`src/rtl/shift_mix_engine.sv`:
```
// AES encrypt-direction ShiftRows + MixColumns engine with valid/ready handshakes.
// ShiftRows is applied on accept; MixColumns runs COLS_PER_CYCLE columns per clock.
module shift_mix_engine #(
    parameter int COLS_PER_CYCLE = 1
) (
    input  logic         clk,
    input  logic         reset_n,
    input  logic         in_valid,
    output logic         in_ready,
    input  logic [0:127] in_state,
    input  logic         in_last,
    output logic         out_valid,
    input  logic         out_ready,
    output logic [0:127] out_state
);

    generate
        if (!(COLS_PER_CYCLE == 1 || COLS_PER_CYCLE == 2 || COLS_PER_CYCLE == 4)) begin : g_bad_cols
            $error("shift_mix_engine: COLS_PER_CYCLE must be 1, 2 or 4");
        end
    endgenerate

    typedef enum logic [1:0] {IDLE, RUN, DONE} state_t;

    localparam logic [2:0] STEP = 3'(COLS_PER_CYCLE);

    state_t       state;
    state_t       state_next;
    logic [1:0]   col;
    logic [2:0]   col_end;
    logic         col_final;
    logic         last;
    logic         armed;
    logic [0:127] work;
    logic [0:127] mixed;
    logic         accept;

    function automatic logic [7:0] xtime(input logic [7:0] b);
        return {b[6:0], 1'b0} ^ (b[7] ? 8'h1b : 8'h00);
    endfunction

    function automatic logic [31:0] mix_column(input logic [31:0] w);
        logic [7:0] a, b, c, d;
        {a, b, c, d} = w;
        return {xtime(a) ^ xtime(b) ^ b ^ c ^ d,
                a ^ xtime(b) ^ xtime(c) ^ c ^ d,
                a ^ b ^ xtime(c) ^ xtime(d) ^ d,
                xtime(a) ^ a ^ b ^ c ^ xtime(d)};
    endfunction

    // Byte (r,c) lives at index 4c+r; row r rotates left by r columns.
    function automatic logic [0:127] shift_rows(input logic [0:127] s);
        logic [0:127] res;
        res = '0;
        for (int c = 0; c < 4; c++) begin
            for (int r = 0; r < 4; r++) begin
                res[8*(4*c+r) +: 8] = s[8*(4*((c+r)%4)+r) +: 8];
            end
        end
        return res;
    endfunction

    assign accept    = in_valid && in_ready;
    assign col_end   = {1'b0, col} + STEP;
    assign col_final = col_end[2];

    // Column slice for this RUN cycle; the final round passes columns through untouched.
    always_comb begin
        mixed = work;
        for (int c = 0; c < 4; c++) begin
            if (!last && c >= int'(col) && c < int'(col) + COLS_PER_CYCLE) begin
                mixed[32*c +: 32] = mix_column(work[32*c +: 32]);
            end
        end
    end

    always_ff @(posedge clk or negedge reset_n) begin
        if (!reset_n) begin
            state <= IDLE;
        end else begin
            state <= state_next;
        end
    end

    always_comb begin
        state_next = state;
        case (state)
            IDLE:    if (accept)    state_next = RUN;
            RUN:     if (col_final) state_next = DONE;
            DONE:    if (out_ready) state_next = IDLE;
            default:                state_next = IDLE;
        endcase
    end

    // armed keeps in_ready low until the first edge after reset releases.
    always_comb begin
        in_ready  = (state == IDLE) && armed;
        out_valid = (state == DONE);
        out_state = work;
    end

    always_ff @(posedge clk or negedge reset_n) begin
        if (!reset_n) begin
            armed <= 1'b0;
            col   <= 2'd0;
            last  <= 1'b0;
            work  <= '0;
        end else begin
            armed <= 1'b1;
            case (state)
                IDLE: begin
                    if (accept) begin
                        work <= shift_rows(in_state);
                        last <= in_last;
                        col  <= 2'd0;
                    end
                end
                RUN: begin
                    work <= mixed;
                    col  <= col_end[1:0];
                end
                default: begin
                end
            endcase
        end
    end

endmodule

```
`config.mk`:
```
export PLATFORM = sky130hd
export DESIGN_NAME = shift_mix_engine
export DESIGN_NICKNAME = d
export VERILOG_FILES = /design/src/rtl/shift_mix_engine.sv
export SDC_FILE = /design/constraint.sdc
export NUM_CORES = 1
export LEC_CHECK = 0
export ABC_CLOCK_PERIOD_IN_PS = 2000
export BUFFER_PORTS_ARGS = -buffer_cell sky130_fd_sc_hd__buf_2
export CAP_MARGIN = 20
export CORE_MARGIN = 2
export CORE_UTILIZATION = 38
export DETAILED_ROUTE_END_ITERATION = 8
export PLACE_DENSITY = 0.57
export SETUP_SLACK_MARGIN = 0.2
export SLEW_MARGIN = 10
export SYNTH_ARGS = -nofsm -noshare
export SYNTH_HDL_FRONTEND = slang
export SYNTH_SLANG_ARGS = --single-unit
```
`constraint.sdc`:
```
create_clock -name clk -period 2 [get_ports clk]
set_input_delay 0 -clock clk [delete_from_list [all_inputs] [get_ports clk]]
set_output_delay 0 -clock clk [all_outputs]
set_load 0.005 [all_outputs]
```
==> reports/results.ini, run 1 <==
[worst_setup_path]
crit_path_cell_trace = or3b_4, o31ai_4, buf_12, buf_8, o211ai_1, o21a_1
crit_required_ns = 2.31
cp_top_family = compound AO/OA/AOI/OAI gates
cp-end-kind = flip-flop
cpPeakStageDelay_ns = 0.44
cp.depth = 6
crit_buf_inv = 2
crit_type = flip-flop to flip-flop
crit_arrival_ns = 2.09
crit_slowest_cell = or3b_4
start_kind = flip-flop
critPathMaxFanout = 8
r2r_cells = 6

[placed_design]
io_buffers = 262
dp_cells = 1689
place.gp.congestion = 0.777
detailed_place_hpwl_um = 21700
dpl-instance-area_um2 = 13200

[detailed_routing]
dr_total_vias = 9312
routed_wl_um = 32800
ant_nets = 0
route.detailed.drc = 0
wl_per_cell_um = 17.5
drt_pass1_iterations = 5
drt_iter0_markers = 446
viasPerCell = 4.96

[layout]
area_delta_synth_final_pct = 38.1
drive_gt1_share_pct = 26.9
final_nets = 1611
final_area_um2 = 15600
finalNonFillerCells = 1876
n_antenna_cell = 0

[global_routing]
antenna_found_initial = 0
grtUsageTotal_pct = 20.7
grt-ovfl-total = 0
grt_max_degree = 65
grt_pass1_vias = 9154
grt_pass1_wl_um = 50500

[clock_tree]
insertion_delay_ns = 0.43
cts_sinks = 134
cts_buffers = 17
htree_levels = 4
cts_tree = built
cts-root-buf = clkbuf_16
ctsLongestPathBuffers = 2
clk_pin_slew_ns = 0.06

[sta]
drv_slew = 0
skew_ns = 0.0125
worst_slew_pin_slew_ns = 0.759
hold_viol_final = 0
rsz0062_at_grt = yes
fin_crit_sh_pct = 88.9
fin_setup_tns_ns = 0
relSlewSlack_pct = 49.2
min_period_ns = 1.78
hold_ws_ns = 0.0244
max_clock_freq_mhz = 562
setup_viol = 0

[yosys]
ys_seq_area_share_pct = 29.7
synthTopCellsByArea = dfrtp_1 (30%), xnor3_1 (25%), nand2_1 (7.6%)
yosysMostFrequentCell = nand2_1
ys.flop_type = dfrtp_1
yosysTopAreaCell = dfrtp_1
yosysTopAreaCellShare_pct = 29.7
async_reset_ff_share_pct = 100
yosysUniqueCellTypes = 39
ys_top_cells_by_count = nand2_1 (230), dfrtp_1 (134), xnor3_1 (127), nor2_1 (122), a31oi_1 (112)
syn_area_per_cell_um2 = 10.4
syn_nets = 1219
syn-instance-count = 1081
synth-warning-count = 0
syn_area_um2 = 11300
synth_seq_cells = 134
synth_edf_count = 0

[power_and_ir_drop]
ir_drop_mv = 1.05
p_per_area_nw_per_um2 = 2500
p_leak_nw = 7.88

[min_path]
hold_path_class = input pin to flip-flop
hold_path_depth = 3

[outcome]
status = completed

[floorplanning]
die_x_um = 176
num_rows = 63
coreArea_um2 = 29500
die_h_um = 176
dieArea_um2 = 31100
boundaryPins = 263
start_util_pct = 38.3

[run]
drv_cap = 0

[placed cells by master, fill, tap and decap left out, drive strengths merged, types with 9 or more instances in the layout]
cell type    instances
buf                332
nand2              230
dfrtp              134
dlygate4sd3        133
xnor3              127
nor2               122
a31oi              112
xnor2               96
xor2                51
xor3                26
clkbuf              25
mux2i                9
[final cells by class]
type | instances | area [um2]
fill | 2631 | 13900
multi-input combinational | 847 | 7550
timing repair buffer | 469 | 3510
sequential | 134 | 3360
tap | 390 | 488
clock buffer | 21 | 480
clock inverter | 11 | 195
inverter | 4 | 15.0
[per-layer routing]
layer	track usage (%)	routed length, um	up-vias
met4	4.58	306	0
met3	3.47	1510	22
met1	29.0	15400	4579
li1	-	-	4448
met5	0	0	-
met2	34.0	15600	263
[worst register-to-register path, cell delays in order (launching register included)]
cell and delay [ns]:
dfrtp_1 0.40, or3b_4 0.44, o31ai_4 0.30, buf_12 0.20
buf_8 0.12, o211ai_1 0.09, o21a_1 0.12
[power breakdown]
part           internal [mW]  total (mW)  switching, mW  leakage (nW)
Clock                   2.35        3.72           1.37         0.322
Combinational           17.5        28.3           10.8          6.07
Sequential              4.13        6.92           2.79          1.49
[stage by stage]
step / util (%) / setup WS (ns) / total power, mW
2_1_floorplan: - / 0.274 / 28.2
3_3_place_gp: 44.8 / 0.148 / 33.9
3_5_place_dp: 44.8 / 0.124 / 34.2
4_1_cts: 51.9 / 0.177 / 38.6
5_1_grt: 52.9 / 0.148 / 42.0
6_report: 52.9 / 0.221 / 39.0
[path summary, 6_finish.rpt]
kind | end | slack (ns) | from
setup / recovery | out_state[47] | 0.22 | state[1]
min in group asynchronous | out_state[8] | 0.14 | reset_n
hold reg to reg | last | 0.52 | last
setup reg to reg | out_state[47] | 0.22 | state[1]
max in group asynchronous | out_state[24] | 0.73 | reset_n
hold / removal | state[0] | 0.02 | in_valid
[sequential cells by signal, indices dropped and copies added, names as in the netlist]
name,cells
out_state,128
col,2
last,1
state,2
armed,1
[timing repair]
item                                   CTS  global route
cloned                                   2             5
pin swaps                                2             0
setup endpoints to repair               32            81
hold buffers                           133             0
buffers inserted                         2            13
endpoints found under the hold margin  264             0
gates resized for setup                  1            33
[cells by family after synthesis]
logic type	count (synthesis)	synth area share [%]
flops	134	29.7
xor+xnor	300	42.5
compound gates	149	8.84
other cells	1	0.0332
fa+ha+maj	5	0.554
mux	13	1.20
simple gates	378	13.2
buf+inv	101	4.02
Power figures use the tool's default switching activity.
==> run 2, diff against run 1 <==
- CTS_BUF_LIST: not set -> sky130_fd_sc_hd__clkbuf_8
==> run 2 against run 1 <==
Effect of this change: power is 1.8% lower; die area did not move; global-route usage about the same; clock-buffer cell count is the same; first-iteration DRC count rose by 9.0%; fmax shrank 2.0%; register-to-register slack got worse by 0.04 ns; sequential share of layout area is 0.26 points higher; utilization fell by 0.61 points; routed wire length grew 1.4%; hold slack better by 0.039 ns; critical path type unchanged; largest power group unchanged.
==> reports/results.ini, run 2 (synthesized netlist as in run 1, its figures left out) <==
[outcome]
status = completed

[detailed_routing]
drt_iter0_markers = 486  ; +9.0%
route.detailed.drc = 0  ; unchanged
viasPerCell = 4.96  ; about the same
routed_wl_um = 33300  ; +1.4%
drt_pass1_iterations = 6  ; +1
wl_per_cell_um = 17.8  ; +1.5%
ant_nets = 0  ; unchanged
dr_total_vias = 9300  ; -0.13%

[worst_setup_path]
crit_arrival_ns = 2.15  ; +0.06 ns
cpPeakStageDelay_ns = 0.44  ; about the same
critPathMaxFanout = 9  ; +1
start_kind = flip-flop
crit_slowest_cell = or3b_4
rrSetupSlack_ns = 0.19  ; -0.04 ns
cp-end-kind = flip-flop
crit_type = flip-flop to flip-flop
crit_path_cell_trace = or3b_4, o31ai_4, buf_12, buf_12, o211ai_1, o21a_1
crit_top_cell = buf_12
crit_required_ns = 2.34  ; +0.03 ns

[global_routing]
grt_pass1_vias = 9179  ; +0.27%
grt_pass1_wl_um = 50500  ; about the same
grt_max_degree = 65  ; unchanged
grtUsageTotal_pct = 20.7  ; -0.034 points
grt-ovfl-total = 0  ; unchanged
antenna_found_initial = 0  ; unchanged

[power_and_ir_drop]
pwr-share-clk_pct = 7.5  ; -2.0 points
p_switching_mw = 15.0  ; about the same
p_int_mw = 23.3  ; -3.0%
combPwrFrac_pct = 74.4  ; +1.7 points
sequentialPowerShare_pct = 18.1  ; +0.3 points
p_per_area_nw_per_um2 = 2480  ; -0.66%
ir_drop_mv = 1.04  ; -0.83%
switching_share_pct = 39.2  ; +0.73 points
total_power_mw = 38.3  ; -1.8%
p_leak_nw = 7.80  ; -1.0%

[sta]
min_period_ns = 1.81  ; +0.0359 ns
fin_crit_sh_pct = 90.7  ; +1.8 points
drv_slew = 0  ; unchanged
relSlewSlack_pct = 64.0  ; +15 points
setup_viol = 0  ; unchanged
fin_setup_tns_ns = 0  ; unchanged
worst_slew_pin_slew_ns = 0.538  ; -0.221 ns
hold_viol_final = 0  ; unchanged
max_clock_freq_mhz = 551  ; -2.0%
skew_ns = 0.0203  ; +0.00783 ns
rsz0062_at_grt = yes

[placed_design]
place.gp.congestion = 0.777  ; unchanged
io_buffers = 262  ; unchanged
detailed_place_hpwl_um = 21700  ; unchanged

[layout]
final_common_cell = buf_2
largest_reg_flops = 128  ; unchanged
area_delta_synth_final_pct = 36.5
n_antenna_cell = 0  ; unchanged
final_util_pct = 52.3  ; -0.61 points
seq_area_um2 = 3360  ; about the same
drive_gt1_share_pct = 26.6  ; -0.23 points
nFillCells = 2658  ; +1.0%
final_nets = 1609  ; -0.12%
multiInputGateArea_um2 = 7540  ; about the same
layout_common_cells = buf_2 (261), nand2_1 (230), dlygate4sd3_1 (131)

[clock_tree]
ctsLongestPathBuffers = 2  ; unchanged
htree_levels = 4  ; unchanged
clk_pin_slew_ns = 0.10  ; +0.04 ns
cts_buffers = 17  ; unchanged
cts_tree = built
cts-root-buf = clkbuf_8
insertion_delay_ns = 0.46  ; +0.03 ns
cts_sinks = 134  ; unchanged

[floorplanning]
coreArea_um2 = 29500  ; unchanged
start_util_pct = 38.3  ; unchanged
num_rows = 63  ; unchanged
die_h_um = 176  ; unchanged
die_x_um = 176  ; unchanged
boundaryPins = 263  ; unchanged
dieArea_um2 = 31100  ; unchanged

[min_path]
hold_path_class = input pin to asynchronous set/reset pin

[run]
drv_cap = 0  ; unchanged

[run 2: cell types whose count changed in the layout (fill, tap and decap cells not counted), moves of 2 or more]
| cell | before | now |
|---|---|---|
| buf_4 | 46 | 43 |
| buf_6 | 9 | 12 |
| buf_8 | 3 | 0 |
| clkbuf_16 | 21 | 6 |
| clkbuf_8 | 4 | 21 |
| dlygate4sd3_1 | 133 | 131 |
| nor2_1 | 115 | 118 |
| nor2_2 | 6 | 2 |
[run 2: through the flow]
step	setup WS [ns]	instance area, um2	hold slack, ns	instances
finish	0.185	15400	0.0639	1874
global route	0.108	15400	0.0548	1874
CTS	0.175	15100	0.0351	1857
detailed placement	0.124	13200	-0.107	1689
global placement	0.148	13200	-0.105	1689
floorplan	0.274	11300	-0.296	1081
[run 2: layer usage]
metal  track usage (%)  vias to the layer above  routed length (um)
met5                 0                        -                   0
met4              4.68                        0                 352
met3              3.38                       26                1500
met2              34.0                      253               15800
met1              28.8                     4584               15600
li1                  -                     4437                   -
[run 2: power by group through the flow]
stage	clock, mW	combinational, mW	sequential [mW]
floorplan	0	22.3	5.82
global placement	0	27.0	6.94
detailed placement	0	27.2	6.99
CTS	2.98	27.8	6.94
global route	3.05	31.0	7.23
finish	2.89	28.5	6.92
[run 2: final cells by class]
cell class / instances / share of cell area [%]
multi-input combinational: 847 / 48.9
timing repair buffer: 467 / 22.9
sequential: 134 / 21.8
tap: 390 / 3.17
clock buffer: 21 / 1.88
clock inverter: 11 / 1.27
inverter: 4 / 0.0974
[run 2: worst max-delay path: cells and delay by family (launching register included)]
kind | cells | cell delay, ns
compound gates | 3 | 0.55
simple gates | 1 | 0.44
buf+inv | 2 | 0.31
flops | 1 | 0.41
[run 2: path summary, 6_finish.rpt]
check,from,end,depth (start not counted)
setup / recovery,state[0],out_state[47],6
hold / removal,reset_n,out_state[26],3
setup reg to reg,state[0],out_state[47],6
hold reg to reg,last,last,2
max in group asynchronous,reset_n,out_state[54],3
min in group clk,in_valid,last,4
[run 2: what timing repair did]
action | 4_1_cts | 5_1_grt
pin swaps | 2 | 1
setup buffers | 2 | 10
gates resized for setup | 0 | 26
endpoints found under the setup margin | 31 | 91
hold buffers | 132 | 0
gates cloned | 2 | 7
hold endpoints to repair | 264 | 0
